## config.mk

```make
export PLATFORM = sky130hd
export DESIGN_NAME = mrv1_idecode_flat
export DESIGN_NICKNAME = d
export VERILOG_FILES = /design/src/rtl/mrv1_dec_pkg.sv /design/src/rtl/mrv1_idecode_if.sv /design/src/rtl/mrv1_dec_logic.sv /design/src/rtl/mrv1_idecode.sv /design/src/flat_wrapper.sv
export SDC_FILE = /design/constraint.sdc
export NUM_CORES = 1
export LEC_CHECK = 0
export CAP_MARGIN = 5
export CORE_MARGIN = 5
export CORE_UTILIZATION = 48
export DETAILED_ROUTE_END_ITERATION = 8
export GPL_TIMING_DRIVEN = 0
export PLACE_DENSITY = 0.76
export SYNTH_ARGS = -nofsm -noshare
export SYNTH_HDL_FRONTEND = slang
export SYNTH_SLANG_ARGS = --single-unit
```

## constraint.sdc

```tcl
create_clock -name clk_i -period 22.7 [get_ports clk_i]
set_input_delay 4.54 -clock clk_i [delete_from_list [all_inputs] [get_ports clk_i]]
set_output_delay 4.54 -clock clk_i [all_outputs]
set_load 0.05 [all_outputs]
```

## src/rtl/mrv1_dec_pkg.sv

```systemverilog
// Shared decode types: micro-op classes, thread-control ops, RV32I/custom-0
// opcodes and the decoded record carried through the output buffer.
package mrv1_dec_pkg;

    typedef enum logic [3:0] {
        UOP_ALU, UOP_ALUI, UOP_LUI, UOP_AUIPC, UOP_JAL, UOP_JALR,
        UOP_BRANCH, UOP_LOAD, UOP_STORE, UOP_FENCE, UOP_SYSTEM, UOP_THCTL
    } uop_e;

    typedef enum logic [1:0] {TH_NONE, TH_TSPAWN, TH_BARRIER} thctl_e;

    localparam logic [6:0] OPC_OP       = 7'b0110011;
    localparam logic [6:0] OPC_OP_IMM   = 7'b0010011;
    localparam logic [6:0] OPC_LUI      = 7'b0110111;
    localparam logic [6:0] OPC_AUIPC    = 7'b0010111;
    localparam logic [6:0] OPC_JAL      = 7'b1101111;
    localparam logic [6:0] OPC_JALR     = 7'b1100111;
    localparam logic [6:0] OPC_BRANCH   = 7'b1100011;
    localparam logic [6:0] OPC_LOAD     = 7'b0000011;
    localparam logic [6:0] OPC_STORE    = 7'b0100011;
    localparam logic [6:0] OPC_MISC_MEM = 7'b0001111;
    localparam logic [6:0] OPC_SYSTEM   = 7'b1110011;
    localparam logic [6:0] OPC_CUSTOM0  = 7'b0001011;

    typedef struct packed {
        uop_e        uop;
        logic [2:0]  funct3;
        logic        alt;
        logic [4:0]  rd;
        logic [4:0]  rs1;
        logic [4:0]  rs2;
        logic        rd_we;
        logic        rs1_re;
        logic        rs2_re;
        logic [31:0] imm;
        thctl_e      thctl;
        logic        illegal;
    } dec_rec_t;

endpackage

```

## src/rtl/mrv1_idecode_if.sv

```systemverilog
// Fetch->decode and decode->issue handshakes bundled together; slave is the
// decode stage, master is whatever drives fetch beats and consumes micro-ops.
interface mrv1_idecode_if #(
    parameter int PC_WIDTH_P    = 32,
    parameter int NUM_THREADS_P = 8,
    localparam int TID_WIDTH_LP = $clog2(NUM_THREADS_P)
);
    logic                    ifetch_insn_vld_i;
    logic                    ifetch_insn_rdy_o;
    logic [31:0]             ifetch_insn_data_i;
    logic [PC_WIDTH_P-1:0]   ifetch_insn_pc_i;
    logic [TID_WIDTH_LP-1:0] ifetch_insn_tid_i;

    logic                    dec_vld_o;
    logic                    dec_rdy_i;
    logic [PC_WIDTH_P-1:0]   dec_pc_o;
    logic [TID_WIDTH_LP-1:0] dec_tid_o;
    logic [3:0]              dec_uop_o;
    logic [2:0]              dec_funct3_o;
    logic                    dec_alt_o;
    logic [4:0]              dec_rd_o, dec_rs1_o, dec_rs2_o;
    logic                    dec_rd_we_o, dec_rs1_re_o, dec_rs2_re_o;
    logic [31:0]             dec_imm_o;
    logic [1:0]              dec_thctl_o;
    logic                    dec_illegal_o;

    modport slave (
        input  ifetch_insn_vld_i, ifetch_insn_data_i, ifetch_insn_pc_i, ifetch_insn_tid_i,
        output ifetch_insn_rdy_o,
        input  dec_rdy_i,
        output dec_vld_o, dec_pc_o, dec_tid_o, dec_uop_o, dec_funct3_o, dec_alt_o,
               dec_rd_o, dec_rs1_o, dec_rs2_o, dec_rd_we_o, dec_rs1_re_o, dec_rs2_re_o,
               dec_imm_o, dec_thctl_o, dec_illegal_o
    );

    modport master (
        output ifetch_insn_vld_i, ifetch_insn_data_i, ifetch_insn_pc_i, ifetch_insn_tid_i,
        input  ifetch_insn_rdy_o,
        output dec_rdy_i,
        input  dec_vld_o, dec_pc_o, dec_tid_o, dec_uop_o, dec_funct3_o, dec_alt_o,
               dec_rd_o, dec_rs1_o, dec_rs2_o, dec_rd_we_o, dec_rs1_re_o, dec_rs2_re_o,
               dec_imm_o, dec_thctl_o, dec_illegal_o
    );
endinterface

```

## src/rtl/mrv1_dec_logic.sv

```systemverilog
// Combinational RV32I + custom-0 thread-control decoder: raw instruction to
// decoded record. Illegal encodings collapse to an inert ALUI with no side effects.
module mrv1_dec_logic
    import mrv1_dec_pkg::*;
(
    input  logic [31:0] insn_i,
    output dec_rec_t    rec_o
);
    logic [6:0]  opc, f7;
    logic [2:0]  f3;
    logic [31:0] imm_i, imm_s, imm_b, imm_u, imm_j;
    logic        we, bad;

    assign opc   = insn_i[6:0];
    assign f3    = insn_i[14:12];
    assign f7    = insn_i[31:25];
    assign imm_i = {{20{insn_i[31]}}, insn_i[31:20]};
    assign imm_s = {{20{insn_i[31]}}, insn_i[31:25], insn_i[11:7]};
    assign imm_b = {{20{insn_i[31]}}, insn_i[7], insn_i[30:25], insn_i[11:8], 1'b0};
    assign imm_u = {insn_i[31:12], 12'b0};
    assign imm_j = {{12{insn_i[31]}}, insn_i[19:12], insn_i[20], insn_i[30:21], 1'b0};

    always_comb begin
        rec_o        = '0;
        rec_o.uop    = UOP_ALUI;
        rec_o.thctl  = TH_NONE;
        rec_o.funct3 = f3;
        rec_o.rd     = insn_i[11:7];
        rec_o.rs1    = insn_i[19:15];
        rec_o.rs2    = insn_i[24:20];
        we           = 1'b0;
        bad          = 1'b0;
        // every legal opcode ends in 2'b11, so a compressed encoding lands in default
        case (opc)
            OPC_OP: begin
                rec_o.uop = UOP_ALU; rec_o.alt = f7[5];
                we = 1'b1; rec_o.rs1_re = 1'b1; rec_o.rs2_re = 1'b1;
                bad = !((f7 == 7'h00) || (f7 == 7'h20 && (f3 == 3'd0 || f3 == 3'd5)));
            end
            OPC_OP_IMM: begin
                rec_o.uop = UOP_ALUI; rec_o.imm = imm_i; we = 1'b1; rec_o.rs1_re = 1'b1;
                rec_o.alt = (f3 == 3'd5) && f7[5];
                bad = (f3 == 3'd1 && f7 != 7'h00) ||
                      (f3 == 3'd5 && f7 != 7'h00 && f7 != 7'h20);
            end
            OPC_LUI:   begin rec_o.uop = UOP_LUI;   rec_o.imm = imm_u; we = 1'b1; end
            OPC_AUIPC: begin rec_o.uop = UOP_AUIPC; rec_o.imm = imm_u; we = 1'b1; end
            OPC_JAL:   begin rec_o.uop = UOP_JAL;   rec_o.imm = imm_j; we = 1'b1; end
            OPC_JALR: begin
                rec_o.uop = UOP_JALR; rec_o.imm = imm_i; we = 1'b1; rec_o.rs1_re = 1'b1;
                bad = (f3 != 3'd0);
            end
            OPC_BRANCH: begin
                rec_o.uop = UOP_BRANCH; rec_o.imm = imm_b;
                rec_o.rs1_re = 1'b1; rec_o.rs2_re = 1'b1;
                bad = (f3 == 3'd2 || f3 == 3'd3);
            end
            OPC_LOAD: begin
                rec_o.uop = UOP_LOAD; rec_o.imm = imm_i; we = 1'b1; rec_o.rs1_re = 1'b1;
                bad = (f3 == 3'd3 || f3 == 3'd6 || f3 == 3'd7);
            end
            OPC_STORE: begin
                rec_o.uop = UOP_STORE; rec_o.imm = imm_s;
                rec_o.rs1_re = 1'b1; rec_o.rs2_re = 1'b1;
                bad = (f3 > 3'd2);
            end
            OPC_MISC_MEM: begin rec_o.uop = UOP_FENCE; rec_o.imm = imm_i; end
            OPC_SYSTEM: begin
                // CSR forms write rd; register-source CSR forms also read rs1
                rec_o.uop = UOP_SYSTEM; rec_o.imm = imm_i;
                we = (f3 != 3'd0);
                rec_o.rs1_re = (f3 == 3'd1 || f3 == 3'd2 || f3 == 3'd3);
            end
            OPC_CUSTOM0: begin
                rec_o.uop = UOP_THCTL; rec_o.rs1_re = 1'b1;
                if (f3 == 3'd0) begin
                    rec_o.thctl = TH_TSPAWN; we = 1'b1;
                end else begin
                    rec_o.thctl = TH_BARRIER; rec_o.rs2_re = 1'b1;
                end
                bad = (f3 > 3'd1);
            end
            default: bad = 1'b1;
        endcase
        rec_o.rd_we = we && (rec_o.rd != 5'd0);
        if (bad) begin
            rec_o.uop    = UOP_ALUI;
            rec_o.rd_we  = 1'b0;
            rec_o.rs1_re = 1'b0;
            rec_o.rs2_re = 1'b0;
            rec_o.imm    = '0;
            rec_o.thctl  = TH_NONE;
        end
        rec_o.illegal = bad;
    end
endmodule

```

## src/rtl/mrv1_idecode.sv

```systemverilog
// Decode stage: combinational decode feeding a 2-entry elastic buffer
// (OUT drives issue, SKID absorbs one beat of backpressure) with per-thread kill.
module mrv1_idecode
    import mrv1_dec_pkg::*;
#(
    parameter int PC_WIDTH_P    = 32,
    parameter int NUM_THREADS_P = 8,
    localparam int TID_WIDTH_LP = $clog2(NUM_THREADS_P)
) (
    input  logic                    clk_i,
    input  logic                    rst_ni,
    mrv1_idecode_if.slave           bus,
    input  logic                    exec_b_pc_vld_i,
    input  logic [TID_WIDTH_LP-1:0] exec_tid_i
);
    dec_rec_t                in_rec;
    dec_rec_t                out_rec_q, out_rec_d, skid_rec_q, skid_rec_d;
    logic [PC_WIDTH_P-1:0]   out_pc_q, out_pc_d, skid_pc_q, skid_pc_d;
    logic [TID_WIDTH_LP-1:0] out_tid_q, out_tid_d, skid_tid_q, skid_tid_d;
    logic                    out_vld_q, out_vld_d, skid_vld_q, skid_vld_d;
    logic                    out_live, skid_live, in_live, deq, out_free;

    mrv1_dec_logic u_dec_logic (.insn_i(bus.ifetch_insn_data_i), .rec_o(in_rec));

    // flush is resolved first: killed entries simply look empty to the move logic
    assign out_live  = out_vld_q  && !(exec_b_pc_vld_i && out_tid_q  == exec_tid_i);
    assign skid_live = skid_vld_q && !(exec_b_pc_vld_i && skid_tid_q == exec_tid_i);
    assign in_live   = bus.ifetch_insn_vld_i && !skid_vld_q &&
                       !(exec_b_pc_vld_i && bus.ifetch_insn_tid_i == exec_tid_i);
    assign deq       = out_live && bus.dec_rdy_i;
    assign out_free  = !out_live || deq;

    always_comb begin
        out_rec_d  = out_rec_q;  out_pc_d  = out_pc_q;  out_tid_d  = out_tid_q;
        skid_rec_d = skid_rec_q; skid_pc_d = skid_pc_q; skid_tid_d = skid_tid_q;
        out_vld_d  = out_live;
        skid_vld_d = skid_live;
        if (out_free && skid_live) begin
            out_vld_d = 1'b1;
            out_rec_d = skid_rec_q; out_pc_d = skid_pc_q; out_tid_d = skid_tid_q;
            skid_vld_d = 1'b0;
        end else if (out_free) begin
            out_vld_d = in_live;
            out_rec_d = in_rec; out_pc_d = bus.ifetch_insn_pc_i; out_tid_d = bus.ifetch_insn_tid_i;
        end else if (in_live) begin
            skid_vld_d = 1'b1;
            skid_rec_d = in_rec; skid_pc_d = bus.ifetch_insn_pc_i; skid_tid_d = bus.ifetch_insn_tid_i;
        end
    end

    always_ff @(posedge clk_i) begin
        if (!rst_ni) begin
            out_vld_q  <= 1'b0;
            skid_vld_q <= 1'b0;
        end else begin
            out_vld_q  <= out_vld_d;
            skid_vld_q <= skid_vld_d;
        end
    end

    always_ff @(posedge clk_i) begin
        out_rec_q  <= out_rec_d;  out_pc_q  <= out_pc_d;  out_tid_q  <= out_tid_d;
        skid_rec_q <= skid_rec_d; skid_pc_q <= skid_pc_d; skid_tid_q <= skid_tid_d;
    end

    assign bus.ifetch_insn_rdy_o = !skid_vld_q;
    assign bus.dec_vld_o         = out_live;
    assign bus.dec_pc_o          = out_pc_q;
    assign bus.dec_tid_o         = out_tid_q;
    assign bus.dec_uop_o         = out_rec_q.uop;
    assign bus.dec_funct3_o      = out_rec_q.funct3;
    assign bus.dec_alt_o         = out_rec_q.alt;
    assign bus.dec_rd_o          = out_rec_q.rd;
    assign bus.dec_rs1_o         = out_rec_q.rs1;
    assign bus.dec_rs2_o         = out_rec_q.rs2;
    assign bus.dec_rd_we_o       = out_rec_q.rd_we;
    assign bus.dec_rs1_re_o      = out_rec_q.rs1_re;
    assign bus.dec_rs2_re_o      = out_rec_q.rs2_re;
    assign bus.dec_imm_o         = out_rec_q.imm;
    assign bus.dec_thctl_o       = out_rec_q.thctl;
    assign bus.dec_illegal_o     = out_rec_q.illegal;
endmodule
```

## src/flat_wrapper.sv

```systemverilog
// flat-port wrapper written by rule: the top's interface ports become plain ports
module mrv1_idecode_flat import mrv1_dec_pkg::*;
#(
    parameter int PC_WIDTH_P    = 32,
    parameter int NUM_THREADS_P = 8,
    localparam int TID_WIDTH_LP = $clog2(NUM_THREADS_P)
)
  (clk_i, rst_ni, exec_b_pc_vld_i, exec_tid_i, bus_ifetch_insn_vld_i, bus_ifetch_insn_data_i, bus_ifetch_insn_pc_i, bus_ifetch_insn_tid_i, bus_ifetch_insn_rdy_o, bus_dec_rdy_i, bus_dec_vld_o, bus_dec_pc_o, bus_dec_tid_o, bus_dec_uop_o, bus_dec_funct3_o, bus_dec_alt_o, bus_dec_rd_o, bus_dec_rs1_o, bus_dec_rs2_o, bus_dec_rd_we_o, bus_dec_rs1_re_o, bus_dec_rs2_re_o, bus_dec_imm_o, bus_dec_thctl_o, bus_dec_illegal_o);
  mrv1_idecode_if #(.PC_WIDTH_P(PC_WIDTH_P), .NUM_THREADS_P(NUM_THREADS_P)) bus_i ();
  input  logic clk_i;
  input  logic rst_ni;
  input  logic exec_b_pc_vld_i;
  input  logic [TID_WIDTH_LP-1:0] exec_tid_i;
  input wire logic [$bits(bus_i.ifetch_insn_vld_i)-1:0] bus_ifetch_insn_vld_i;
  input wire logic [$bits(bus_i.ifetch_insn_data_i)-1:0] bus_ifetch_insn_data_i;
  input wire logic [$bits(bus_i.ifetch_insn_pc_i)-1:0] bus_ifetch_insn_pc_i;
  input wire logic [$bits(bus_i.ifetch_insn_tid_i)-1:0] bus_ifetch_insn_tid_i;
  output wire logic [$bits(bus_i.ifetch_insn_rdy_o)-1:0] bus_ifetch_insn_rdy_o;
  input wire logic [$bits(bus_i.dec_rdy_i)-1:0] bus_dec_rdy_i;
  output wire logic [$bits(bus_i.dec_vld_o)-1:0] bus_dec_vld_o;
  output wire logic [$bits(bus_i.dec_pc_o)-1:0] bus_dec_pc_o;
  output wire logic [$bits(bus_i.dec_tid_o)-1:0] bus_dec_tid_o;
  output wire logic [$bits(bus_i.dec_uop_o)-1:0] bus_dec_uop_o;
  output wire logic [$bits(bus_i.dec_funct3_o)-1:0] bus_dec_funct3_o;
  output wire logic [$bits(bus_i.dec_alt_o)-1:0] bus_dec_alt_o;
  output wire logic [$bits(bus_i.dec_rd_o)-1:0] bus_dec_rd_o;
  output wire logic [$bits(bus_i.dec_rs1_o)-1:0] bus_dec_rs1_o;
  output wire logic [$bits(bus_i.dec_rs2_o)-1:0] bus_dec_rs2_o;
  output wire logic [$bits(bus_i.dec_rd_we_o)-1:0] bus_dec_rd_we_o;
  output wire logic [$bits(bus_i.dec_rs1_re_o)-1:0] bus_dec_rs1_re_o;
  output wire logic [$bits(bus_i.dec_rs2_re_o)-1:0] bus_dec_rs2_re_o;
  output wire logic [$bits(bus_i.dec_imm_o)-1:0] bus_dec_imm_o;
  output wire logic [$bits(bus_i.dec_thctl_o)-1:0] bus_dec_thctl_o;
  output wire logic [$bits(bus_i.dec_illegal_o)-1:0] bus_dec_illegal_o;
  assign bus_i.ifetch_insn_vld_i = bus_ifetch_insn_vld_i;
  assign bus_i.ifetch_insn_data_i = bus_ifetch_insn_data_i;
  assign bus_i.ifetch_insn_pc_i = bus_ifetch_insn_pc_i;
  assign bus_i.ifetch_insn_tid_i = bus_ifetch_insn_tid_i;
  assign bus_ifetch_insn_rdy_o = bus_i.ifetch_insn_rdy_o;
  assign bus_i.dec_rdy_i = bus_dec_rdy_i;
  assign bus_dec_vld_o = bus_i.dec_vld_o;
  assign bus_dec_pc_o = bus_i.dec_pc_o;
  assign bus_dec_tid_o = bus_i.dec_tid_o;
  assign bus_dec_uop_o = bus_i.dec_uop_o;
  assign bus_dec_funct3_o = bus_i.dec_funct3_o;
  assign bus_dec_alt_o = bus_i.dec_alt_o;
  assign bus_dec_rd_o = bus_i.dec_rd_o;
  assign bus_dec_rs1_o = bus_i.dec_rs1_o;
  assign bus_dec_rs2_o = bus_i.dec_rs2_o;
  assign bus_dec_rd_we_o = bus_i.dec_rd_we_o;
  assign bus_dec_rs1_re_o = bus_i.dec_rs1_re_o;
  assign bus_dec_rs2_re_o = bus_i.dec_rs2_re_o;
  assign bus_dec_imm_o = bus_i.dec_imm_o;
  assign bus_dec_thctl_o = bus_i.dec_thctl_o;
  assign bus_dec_illegal_o = bus_i.dec_illegal_o;
  mrv1_idecode #(.PC_WIDTH_P(PC_WIDTH_P), .NUM_THREADS_P(NUM_THREADS_P)) u_core (.clk_i(clk_i), .rst_ni(rst_ni), .bus(bus_i), .exec_b_pc_vld_i(exec_b_pc_vld_i), .exec_tid_i(exec_tid_i));
endmodule
```

==> run_results.csv <==
group,metric,value,unit
clock_tree,post_cts_buffers,0,
global_route,grt_pass1_wl,33300,um
worst_setup_path,cp.arrival,6.28,ns
worst_setup_path,startpoint_type,"primary input",
synth,netlist_top_cells_area,"edfxtp_1 70%, nand2_1 10%, o31ai_1 2.6%",
global_route,grt_pass1_vias,5924,
synth,ys_types,60,
worst_setup_path,rr_worst_depth,7,
cells_and_area,multi_input_area,0.00223,sq mm
sta,min_period,10.82,ns
sta,clock.fmax,92.4,MHz
worst_setup_path,max_stage_delay,0.85,ns
sta,hold_viol,0,
synth,ys_seq_elements,194,
worst_setup_path,cp-startpoint,"exec_tid_i[1]",
clock_tree,cts_tree,"done",
floorplanning,fp.dieW,141,um
cells_and_area,drive_gt1_frac,0.0754,
placement,dpl.cell_count,1095,
drt,vias,6091,
floorplanning,initial_utilization,0.484,
sta,rsz0062_at_grt,"no",
floorplanning,ios,173,
sta,period_share,0.477,
synth,syn_nets,771,
job,drv_cap,0,
synth,synth_top_area_frac,0.696,
worst_setup_path,endpoint,"bus_dec_vld_o",
floorplanning,dieArea,0.0200,sq mm
synth,ys_seq_area_frac,0.701,
cells_and_area,antenna_cells,0,
clock_tree,htreeDepth,4,
worst_setup_path,r2r-start,"u_core.bus.dec_tid_o[0]",
sta,relSlewSlack,0.476,
clock_tree,numClockSinks,194,
cells_and_area,nFillCells,1388,
placement,place_hpwl,15200,um
drt,drtAntennaViolNets,0,
worst_setup_path,worst_path_most_repeated_cell,"clkdlybuf4s50_1",
synth,synthCells,696,
placement,port_buffers,170,
worst_setup_path,cp.required,18.16,ns
global_route,grt_max_degree,71,
synth,synth_ff_type,"edfxtp_1",
placement,place.gp.congestion,0.890,
power_and_ir_drop,switchingPower,228,uW
cells_and_area,area_growth_syn_to_layout,32.5,%
power_and_ir_drop,peakVddDrop,0.0000541,V
clock_tree,clkLatencyLatePin,0.42,ns
synth,yosysWarnings,0,
sta,tightest_slew,0.785,ns
clock_tree,root_buffer,"clkbuf_16",
worst_setup_path,r2r-end,"u_core.skid_rec_q[57]",
worst_setup_path,path_cells,"clkdlybuf4s50_1, xnor2_1, a41oi_1, clkdlybuf4s50_1",
worst_setup_path,critical_path_class,"primary input to output port",
clock_tree,holdBufCountCts,0,
clock_tree,clock_path_buffers,2,
drt,finalWirelength,21700,um
worst_setup_path,cpMaxStageDelayCell,"clkdlybuf4s50_1",
sta,whs,0.509,ns
worst_hold_path,hold_class,"flop to flop",
power_and_ir_drop,p_int,635,uW
drt,drt_iter0_drc,644,
cells_and_area,utilization,0.642,
drt,drc,0,
synth,synth_edf_count,192,
sta,skew,0.00768,ns
synth,synth_area_leader_cell,"edfxtp_1",
global_route,grt_overflow,0,
global_route,antenna_found_initial,0,
worst_setup_path,end_kind,"output port",
worst_setup_path,worst-path-max-fanout,3,
clock_tree,post_cts_resized,0,
clock_tree,clkTransAtPathRegs,0.07,ns
power_and_ir_drop,clkPwrFrac,0.358,
cells_and_area,ff_latch_area,0.00581,sq mm
synth,synth_area_per_cell,11.9,sq um
floorplanning,rows,48,
global_route,gr-usage-all-layers,0.216,
worst_setup_path,cp_num_cells,4,
floorplanning,core_area,0.0171,sq mm
power_and_ir_drop,p_sw_frac,0.264,
worst_setup_path,critPathTopFamily,"buffers and inverters",
sta,final_max_slew_viol_count,0,
synth,async_flop_share,0,
power_and_ir_drop,p_total,863,uW
clock_tree,cts_made_buffers,17,
power_and_ir_drop,combPwrFrac,0.155,
power_and_ir_drop,pwr-share-seq,0.487,
worst_setup_path,ff2ff_setup_slack,19.82,ns
cells_and_area,finalNetCount,964,
drt,firstDrtPassIters,5,
power_and_ir_drop,power.leakage,3.89,nW
synth,synth_area,0.00829,sq mm
sta,finalSetupViolCount,0,
floorplanning,die_h,141,um
drt,post_drt_via_cell_ratio,5.40,
cells_and_area,layoutNonFillerInstCount,1127,
power_and_ir_drop,power.density,78.6,mW/mm^2
drt,post_drt_wl_per_cell,19.2,um
sta,tns,0,ns
worst_setup_path,critical_path_buf_inv_count,2,
status,status,"complete, no violations",
==> registers in the layout, indices dropped and copies added (netlist names), 2 cells and up <==
signal,cells
u_core.bus.dec_rs1_o,5
u_core.bus.dec_rd_o,5
u_core.bus.dec_rs2_o,5
u_core.skid_pc_q,32
u_core.skid_tid_q,3
u_core.bus.dec_funct3_o,3
u_core.bus.dec_pc_o,32
u_core.bus.dec_thctl_o,2
u_core.bus.dec_tid_o,3
u_core.bus.dec_imm_o,32
u_core.skid_rec_q,61
u_core.bus.dec_uop_o,4
==> power by group through the flow <==
| stage | sequential (mW) | combinational [mW] | clock [mW] |
|---|---|---|---|
| 2_1_floorplan | 0.479 | 0.0276 | 0 |
| 3_3_place_gp | 0.430 | 0.131 | 0 |
| 3_5_place_dp | 0.428 | 0.133 | 0 |
| 4_1_cts | 0.420 | 0.134 | 0.314 |
| 5_1_grt | 0.422 | 0.140 | 0.329 |
| 6_report | 0.420 | 0.134 | 0.309 |
==> cell type report <==
| class | count | share of cell area |
|---|---|---|
| Tap cell | 225 | 0.0256 |
| Inverter | 13 | 0.00467 |
| Buffer | 43 | 0.0193 |
| Timing Repair Buffer | 174 | 0.164 |
| Clock inverter | 14 | 0.0161 |
| Multi-Input combinational cell | 446 | 0.203 |
| Clock buffer | 18 | 0.0391 |
| Sequential cell | 194 | 0.529 |
==> worst min path at each step <==
stage	from	end	slack, ns	cells after the start
6_report	u_core.skid_pc_q[5]	u_core.bus.dec_pc_o[5]	0.51	2
3_3_place_gp	u_core.skid_pc_q[16]	u_core.bus.dec_pc_o[16]	0.49	2
3_5_place_dp	u_core.skid_pc_q[27]	u_core.bus.dec_pc_o[27]	0.50	2
4_1_cts	u_core.skid_pc_q[5]	u_core.bus.dec_pc_o[5]	0.51	2
5_1_grt	u_core.skid_rec_q[45]	u_core.bus.dec_rs1_o[2]	0.52	2
2_1_floorplan	u_core.skid_rec_q[54]	u_core.bus.dec_funct3_o[0]	0.48	2
==> cell families after synthesis <==
family          share of synthesized area
compound gates                     0.0944
mux                               0.00136
simple gates                        0.162
buf+inv                            0.0314
xor+xnor                           0.0106
flops                               0.701
==> synthesized netlist by cell type (4+ instances only) <==
cell type / instances
nand2_1: 225
edfxtp_1: 192
nor2_1: 51
o31ai_1: 29
a21oi_1: 27
clkbuf_1: 19
buf_2: 16
o21ai_0: 15
inv_1: 13
xnor2_1: 9
a21o_1: 8
nor2b_1: 7
nand2b_1: 6
nand3_1: 5
nor3_1: 5
a22oi_1: 4
and3_1: 4
o22ai_1: 4
==> worst min-delay path, cell delays in order (launching register included) <==
cell      delay, ns
edfxtp_1       0.32
nand2_1        0.05
nand2_1        0.04
==> routing by layer <==
layer  global-route usage  routed length [um]  up-vias
li1                     -                   -     2867
met2                0.362               10800      273
met1                0.291                9030     2919
met3               0.0381                1500       32
met5                    0                   0        -
met4               0.0636                 342        0
==> stage by stage <==
stage / area (sq um) / setup slack [ns]
after floorplan: 8290 / 10.57
after global placement: 10300 / 6.55
after detailed placement: 10400 / 11.87
after CTS: 11000 / 11.87
after global routing: 11000 / 11.75
final: 11000 / 11.88
==> layout by cell type (no fill, tap or decap), drive strengths merged, types with 2 or more instances in the layout <==
cell type,netlist,routed
a21o,8,8
a21oi,27,27
a22oi,4,4
a311oi,2,2
a31oi,3,3
a32oi,3,3
and3,4,4
buf,24,28
bufinv,0,3
clkbuf,19,37
clkdlybuf4s50,0,170
clkinv,0,2
clkinvlp,0,3
dfxtp,2,2
edfxtp,192,192
inv,13,19
nand2,226,226
nand2b,6,6
nand3,6,6
nand4,2,2
nor2,51,51
nor2b,7,7
nor3,6,6
o21ai,16,16
o22ai,4,4
o31ai,30,30
o41ai,2,2
or2,3,3
or3,3,3
xnor2,9,9
Note: power is estimated with default switching activity, not from simulation.
